<file path="src/rtl/player_physics_if.sv">
// Bundle between the gravity/input controller (master) and the vertical-motion
// engine (slave): frame tick, control requests, line map and player state.
interface player_physics_if #(
   parameter int HEIGHT_W  = 9,
   parameter int NUM_LINES = 3,
   parameter int VEL_W     = 4
);
   logic                       tick;
   logic                       restart;
   logic                       is_dead;
   logic                       flip_req;
   logic [NUM_LINES-1:0]       lines;
   logic                       flip_ack;
   logic                       grav_up;
   logic [HEIGHT_W-1:0]        height;
   logic signed [VEL_W-1:0]    velocity;
   logic                       grounded;
   logic                       out_of_bounds;

   modport master (
      output tick, restart, is_dead, flip_req, lines,
      input  flip_ack, grav_up, height, velocity, grounded, out_of_bounds
   );

   modport slave (
      input  tick, restart, is_dead, flip_req, lines,
      output flip_ack, grav_up, height, velocity, grounded, out_of_bounds
   );
endinterface

</file>
<file path="src/rtl/player_physics.sv">
// Vertical-motion engine for the gravity-flip runner: per-tick velocity update,
// landing on platform lines from either side, flip handshake, out-of-bounds death.
module player_physics #(
   parameter int HEIGHT_W   = 9,
   parameter int NUM_LINES  = 3,
   parameter int LINE_BASE  = 120,
   parameter int LINE_PITCH = 120,
   parameter int PLAYER_H   = 60,
   parameter int START_Y    = 240,
   parameter int MAX_VEL    = 4,
   parameter int Y_MAX      = 479
) (
   input  logic            clk,
   input  logic            rst_n,
   player_physics_if.slave phys
);
   localparam int VEL_W = $clog2(MAX_VEL) + 2;
   localparam int NW    = HEIGHT_W + 2;

   localparam logic signed [VEL_W:0]  V_POS   = 1;
   localparam logic signed [VEL_W:0]  V_NEG   = -1;
   localparam logic signed [VEL_W:0]  V_HI    = MAX_VEL;
   localparam logic signed [VEL_W:0]  V_LO    = -MAX_VEL;
   localparam logic signed [NW-1:0]   TOP_LIM = Y_MAX - PLAYER_H;
   localparam logic [HEIGHT_W-1:0]    START_H = START_Y;

   typedef enum logic [1:0] {AIR, GROUND, DEAD} state_t;

   state_t                  state_reg;
   logic [HEIGHT_W-1:0]     height_reg;
   logic signed [VEL_W-1:0] velocity_reg;
   logic                    grav_up_reg;
   logic                    grounded_reg;
   logic                    oob_reg;
   logic                    flip_ack_reg;

   // Landing surfaces: top of line k when falling, line k minus player height when rising.
   logic signed [NW-1:0] surf_dn [NUM_LINES];
   logic signed [NW-1:0] surf_up [NUM_LINES];
   logic [NUM_LINES-1:0] dn_ok;
   logic [NUM_LINES-1:0] up_ok;

   generate
      for (genvar gi = 0; gi < NUM_LINES; gi++) begin : g_surf
         localparam int S = LINE_BASE + gi * LINE_PITCH;
         localparam int C = S - PLAYER_H;
         assign surf_dn[gi] = NW'(S);
         assign surf_up[gi] = NW'(C);
         assign dn_ok[gi]   = (S >= 0) && (S <= Y_MAX);
         assign up_ok[gi]   = (C >= 0) && (C <= Y_MAX);
      end
   endgenerate

   logic signed [VEL_W:0]    v_sum;
   logic signed [VEL_W-1:0]  v_next;
   logic signed [NW-1:0]     cur_s;
   logic signed [NW-1:0]     next_s;
   logic signed [NW-1:0]     best_s;
   logic                     hit;
   logic                     oob_next;

   always_comb begin
      v_sum = $signed({velocity_reg[VEL_W-1], velocity_reg}) + (grav_up_reg ? V_POS : V_NEG);
      if (v_sum > V_HI)
         v_next = V_HI[VEL_W-1:0];
      else if (v_sum < V_LO)
         v_next = V_LO[VEL_W-1:0];
      else
         v_next = v_sum[VEL_W-1:0];

      cur_s  = $signed({2'b00, height_reg});
      next_s = cur_s + NW'(v_next);

      hit    = 1'b0;
      best_s = cur_s;
      for (int k = 0; k < NUM_LINES; k++) begin
         if (!grav_up_reg) begin
            // Falling: the highest crossed surface wins.
            if (phys.lines[k] && dn_ok[k] && cur_s >= surf_dn[k] && next_s <= surf_dn[k]
                && (!hit || surf_dn[k] > best_s)) begin
               hit    = 1'b1;
               best_s = surf_dn[k];
            end
         end else begin
            if (phys.lines[k] && up_ok[k] && cur_s <= surf_up[k] && next_s >= surf_up[k]
                && (!hit || surf_up[k] < best_s)) begin
               hit    = 1'b1;
               best_s = surf_up[k];
            end
         end
      end

      oob_next = next_s[NW-1] || (next_s > TOP_LIM);
   end

   always_ff @(posedge clk or negedge rst_n) begin
      if (!rst_n) begin
         state_reg    <= AIR;
         height_reg   <= START_H;
         velocity_reg <= '0;
         grav_up_reg  <= 1'b0;
         grounded_reg <= 1'b0;
         oob_reg      <= 1'b0;
         flip_ack_reg <= 1'b0;
      end else begin
         flip_ack_reg <= 1'b0;
         if (phys.restart) begin
            state_reg    <= AIR;
            height_reg   <= START_H;
            velocity_reg <= '0;
            grav_up_reg  <= 1'b0;
            grounded_reg <= 1'b0;
            oob_reg      <= 1'b0;
         end else if (phys.is_dead || state_reg == DEAD) begin
            // Frozen: state held until released or restarted.
         end else if (state_reg == GROUND && phys.flip_req) begin
            grav_up_reg  <= ~grav_up_reg;
            velocity_reg <= '0;
            state_reg    <= AIR;
            grounded_reg <= 1'b0;
            flip_ack_reg <= 1'b1;
         end else if (phys.tick) begin
            if (hit) begin
               height_reg   <= best_s[HEIGHT_W-1:0];
               velocity_reg <= '0;
               state_reg    <= GROUND;
               grounded_reg <= 1'b1;
            end else if (oob_next) begin
               velocity_reg <= '0;
               state_reg    <= DEAD;
               grounded_reg <= 1'b0;
               oob_reg      <= 1'b1;
            end else begin
               height_reg   <= next_s[HEIGHT_W-1:0];
               velocity_reg <= v_next;
               state_reg    <= AIR;
               grounded_reg <= 1'b0;
            end
         end
      end
   end

   assign phys.height        = height_reg;
   assign phys.velocity      = velocity_reg;
   assign phys.grav_up       = grav_up_reg;
   assign phys.grounded      = grounded_reg;
   assign phys.out_of_bounds = oob_reg;
   assign phys.flip_ack      = flip_ack_reg;
endmodule

</file>
<file path="src/flat_wrapper.sv">
// flat-port wrapper written by rule: the top's interface ports become plain ports
module player_physics_flat 
#(
   parameter int HEIGHT_W   = 9,
   parameter int NUM_LINES  = 3,
   parameter int LINE_BASE  = 120,
   parameter int LINE_PITCH = 120,
   parameter int PLAYER_H   = 60,
   parameter int START_Y    = 240,
   parameter int MAX_VEL    = 4,
   parameter int Y_MAX      = 479
)
  (clk, rst_n, phys_tick, phys_restart, phys_is_dead, phys_flip_req, phys_lines, phys_flip_ack, phys_grav_up, phys_height, phys_velocity, phys_grounded, phys_out_of_bounds);
  player_physics_if #(.HEIGHT_W(HEIGHT_W), .NUM_LINES(NUM_LINES), .VEL_W(4)) phys_i ();
  input  logic clk;
  input  logic rst_n;
  input wire logic [$bits(phys_i.tick)-1:0] phys_tick;
  input wire logic [$bits(phys_i.restart)-1:0] phys_restart;
  input wire logic [$bits(phys_i.is_dead)-1:0] phys_is_dead;
  input wire logic [$bits(phys_i.flip_req)-1:0] phys_flip_req;
  input wire logic [$bits(phys_i.lines)-1:0] phys_lines;
  output wire logic [$bits(phys_i.flip_ack)-1:0] phys_flip_ack;
  output wire logic [$bits(phys_i.grav_up)-1:0] phys_grav_up;
  output wire logic [$bits(phys_i.height)-1:0] phys_height;
  output wire logic [$bits(phys_i.velocity)-1:0] phys_velocity;
  output wire logic [$bits(phys_i.grounded)-1:0] phys_grounded;
  output wire logic [$bits(phys_i.out_of_bounds)-1:0] phys_out_of_bounds;
  assign phys_i.tick = phys_tick;
  assign phys_i.restart = phys_restart;
  assign phys_i.is_dead = phys_is_dead;
  assign phys_i.flip_req = phys_flip_req;
  assign phys_i.lines = phys_lines;
  assign phys_flip_ack = phys_i.flip_ack;
  assign phys_grav_up = phys_i.grav_up;
  assign phys_height = phys_i.height;
  assign phys_velocity = phys_i.velocity;
  assign phys_grounded = phys_i.grounded;
  assign phys_out_of_bounds = phys_i.out_of_bounds;
  player_physics #(.HEIGHT_W(HEIGHT_W), .NUM_LINES(NUM_LINES), .LINE_BASE(LINE_BASE), .LINE_PITCH(LINE_PITCH), .PLAYER_H(PLAYER_H), .START_Y(START_Y), .MAX_VEL(MAX_VEL), .Y_MAX(Y_MAX)) u_core (.clk(clk), .rst_n(rst_n), .phys(phys_i));
endmodule
</file>
<file path="config.mk">
export PLATFORM = sky130hd
export DESIGN_NAME = player_physics_flat
export DESIGN_NICKNAME = d
export VERILOG_FILES = /design/src/rtl/player_physics_if.sv /design/src/rtl/player_physics.sv /design/src/flat_wrapper.sv
export SDC_FILE = /design/constraint.sdc
export NUM_CORES = 1
export LEC_CHECK = 0
export BUFFER_PORTS_ARGS = -buffer_cell sky130_fd_sc_hd__buf_2
export CORE_MARGIN = 1.5
export CORE_UTILIZATION = 40
export CTS_BUF_LIST = sky130_fd_sc_hd__clkbuf_8 sky130_fd_sc_hd__clkbuf_16
export DETAILED_ROUTE_END_ITERATION = 6
export PLACE_DENSITY_LB_ADDON = 0.25
export SYNTH_ARGS = -nofsm -noshare
export SYNTH_HDL_FRONTEND = slang
export SYNTH_SLANG_ARGS = --single-unit
</file>
<file path="constraint.sdc">
create_clock -name clk -period 14 [get_ports clk]
set_clock_uncertainty 0.2 [all_clocks]
set_input_delay 0.7 -clock clk [delete_from_list [all_inputs] [get_ports clk]]
set_output_delay 0.7 -clock clk [all_outputs]
set_load 0.01 [all_outputs]
</file>
==> impl_metrics.yaml <==
status:
  outcome: "completed"
logic_synthesis:
  synth-edff-count: 0
  yosysMostFrequentCell: "nand2_1"
  netlist_area_sq_um: 2280
  ys_seq_area_frac: 0.200
  syn_avg_cell_area_sq_um: 8.33
  netlist_instances: 274
  yosysTopAreaCell: "dfrtp_1"
  netlist.area_leader.share: 0.154
  ys_top_cells_by_area: "dfrtp_1, ha_1, dfstp_2"
  yosysWarnings: 0
  yosys-top-cells-count: "nand2_1, inv_1, a21oi_1"
  syn_nets: 299
  async_reset_ff_frac: 1.00
  ys_ff_latch: 18
  synth_cell_type_count: 71
  ys.flop_type: "dfrtp_1"
final_layout:
  final-seq-area_sq_um: 455
  multi_input_area_sq_um: 1730
  nNetsFinal: 324
  largest_register_ffs: 9
  fin_cells: 370
  drive_gt1_frac: 0.201
  antennaDiodeCount: 0
  syn_to_final_growth_pct: 10.8
  finish.utilization: 0.459
  fill_cells: 562
sta:
  maxSlewViolCount: 0
  timing.final.ws_setup_ns: 7.90
  relSlewSlack: 0.316
  final.min_clock_period_ns: 6.10
  tns_ns: 0
  hold_viol: 0
  worstMarginPinSlew_ns: 1.01
  final-setup-viol-count: 0
  rsz0062_at_grt: "no"
  max_freq_mhz: 164
  period_share: 0.436
clock_tree:
  cts_buffer_depth: 2
  cts_root_buf: "clkbuf_8"
  postCtsHoldBufs: 0
  cts_resized: 0
  clkTransAtPathRegs_ns: 0.07
  cts_tree: "built"
  insertion_delay_ns: 0.26
  postCtsSetupRepairBufs: 0
  cts_buffers: 3
  cts.htree.levels: 1
  cts_sinks: 18
critical_path:
  worstSetupStartpointType: "flop"
  critical_path_peak_fanout: 11
  worstSetupEndpointType: "flop"
  cp.depth: 21
  ff2ff_setup_slack_ns: 7.90
  timing.critical_path.required_ns: 13.95
  worst_path_dominant_cell_family: "compound AO/OA/AOI/OAI gates"
  worstSetupPathType: "reg -> reg"
  cp_num_buf_inv: 3
  crit_arrival_ns: 6.05
  r2r_cells: 21
  cp_slowest_stage_delay_ns: 0.53
  worstPathCellList: "inv_1 > ha_1 > nor3b_1 > a21oi_1 > inv_1 > nor2_1 > o21ai_0 > nand2_1 > nor2b_1 > ha_1 > inv_1 > fa_1 > xnor2_1 > or3_1 > o21ai_0 > a221o_1 > or4_4 > a21oi_4 > nand3b_4 > o311a_1 > a32o_1"
  cpMostUsedCell: "inv_1"
  cp_slowest_cell: "xnor2_1"
global_route:
  gr-total-overflow: 0
  track_usage: 0.225
  grt.busiest_layer: "met2"
  grt_pass1_vias: 2165
  use_met3: 0.0174
  antenna_found_initial: 0
  gr-usage-met1: 0.316
  grt_pass1_wl_microns: 11000
  grtUsageMet2: 0.366
  grt_max_degree: 19
floorplan:
  row_count: 27
  pin_count: 26
  die_w_microns: 78.5
  start_util: 0.414
  core_sq_um: 5510
  dieHeight_microns: 78.5
  dieArea_sq_um: 6170
drt:
  ant_nets: 0
  drtIter0Drc: 172
  routedWlPerCell_microns: 18.1
  viasPerCell: 6.12
  drc: 0
  routed_wl_microns: 6710
  vias: 2266
  dr.pass1.iters: 5
placed_design:
  dp_slack_ns: 8.02
  dp_cells: 366
  hpwl_microns: 5360
  gp_congestion: 0.935
  portBuffers: 25
pwr:
  p_leak_nw: 1.05
  power_mw: 0.552
  p_per_area_nw_per_um2: 218
  ir_worst_vdd_v: 0.0000792
flow_run:
  drv_cap: 0
worst_hold_path:
  hp-class: "in -> async"
==> layout make-up <==
type	instances	share of cell area
clock buffer	4	0.0218
inverter	20	0.0297
multi-input combinational	231	0.683
sequential	18	0.180
tap	72	0.0356
timing repair buffer	25	0.0495
==> metrics by stage <==
step / cell area, sq um / hold WS [ns]
3_5_place_dp: 2470 / 0.313
4_1_cts: 2530 / 0.174
3_3_place_gp: 2470 / 0.316
6_report: 2530 / 0.160
2_1_floorplan: 2280 / 0.204
5_1_grt: 2530 / 0.189
==> placed cells by master, fill, tap and decap left out, drive strengths merged, types with 6 or more instances in the layout <==
cell type	n
nor2b	6
a21o	7
nand2	27
inv	20
buf	25
xnor2	7
nor2	17
o21ai	19
ha	14
nand3	9
a21oi	22
dfrtp	14
nor3	9
==> kinds of logic (layout without fill, tap and decap cells) <==
kind of cell,Yosys count,in the layout,synth area share
xor gates and xnor gates,9,9,0.0345
adders and majority gates,16,16,0.0943
buffers and inverters,25,49,0.0433
AOI/OAI and AO/OA,100,100,0.354
and+or+nand+nor,106,106,0.274
DFF,18,18,0.200
==> worst paths after layout <==
path,start,to
max in group asynchronous,rst_n,u_core.phys.height[5]
hold reg to reg,u_core.phys.out_of_bounds,u_core.phys.out_of_bounds
setup / recovery,u_core.phys.grav_up,u_core.phys.height[2]
hold / removal,rst_n,u_core.state_reg[0]
setup reg to reg,u_core.phys.grav_up,u_core.phys.height[2]
min in group clk,u_core.phys.out_of_bounds,u_core.phys.out_of_bounds
==> per-layer routing <==
metal  wire length [microns]  up-vias
li1                        -     1098
met1                    3280     1074
met2                    2990       84
met3                     338       10
met4                     104        0
met5                       0        -
==> report_power, final <==
| group | total (mW) | switching [mW] | internal, mW |
|---|---|---|---|
| registers | 0.0752 | 0.0131 | 0.0620 |
| clock network | 0.0433 | 0.0182 | 0.0250 |
| logic | 0.433 | 0.276 | 0.157 |
| total | 0.552 | 0.307 | 0.244 |
Note: power is estimated with default switching activity, not from simulation.
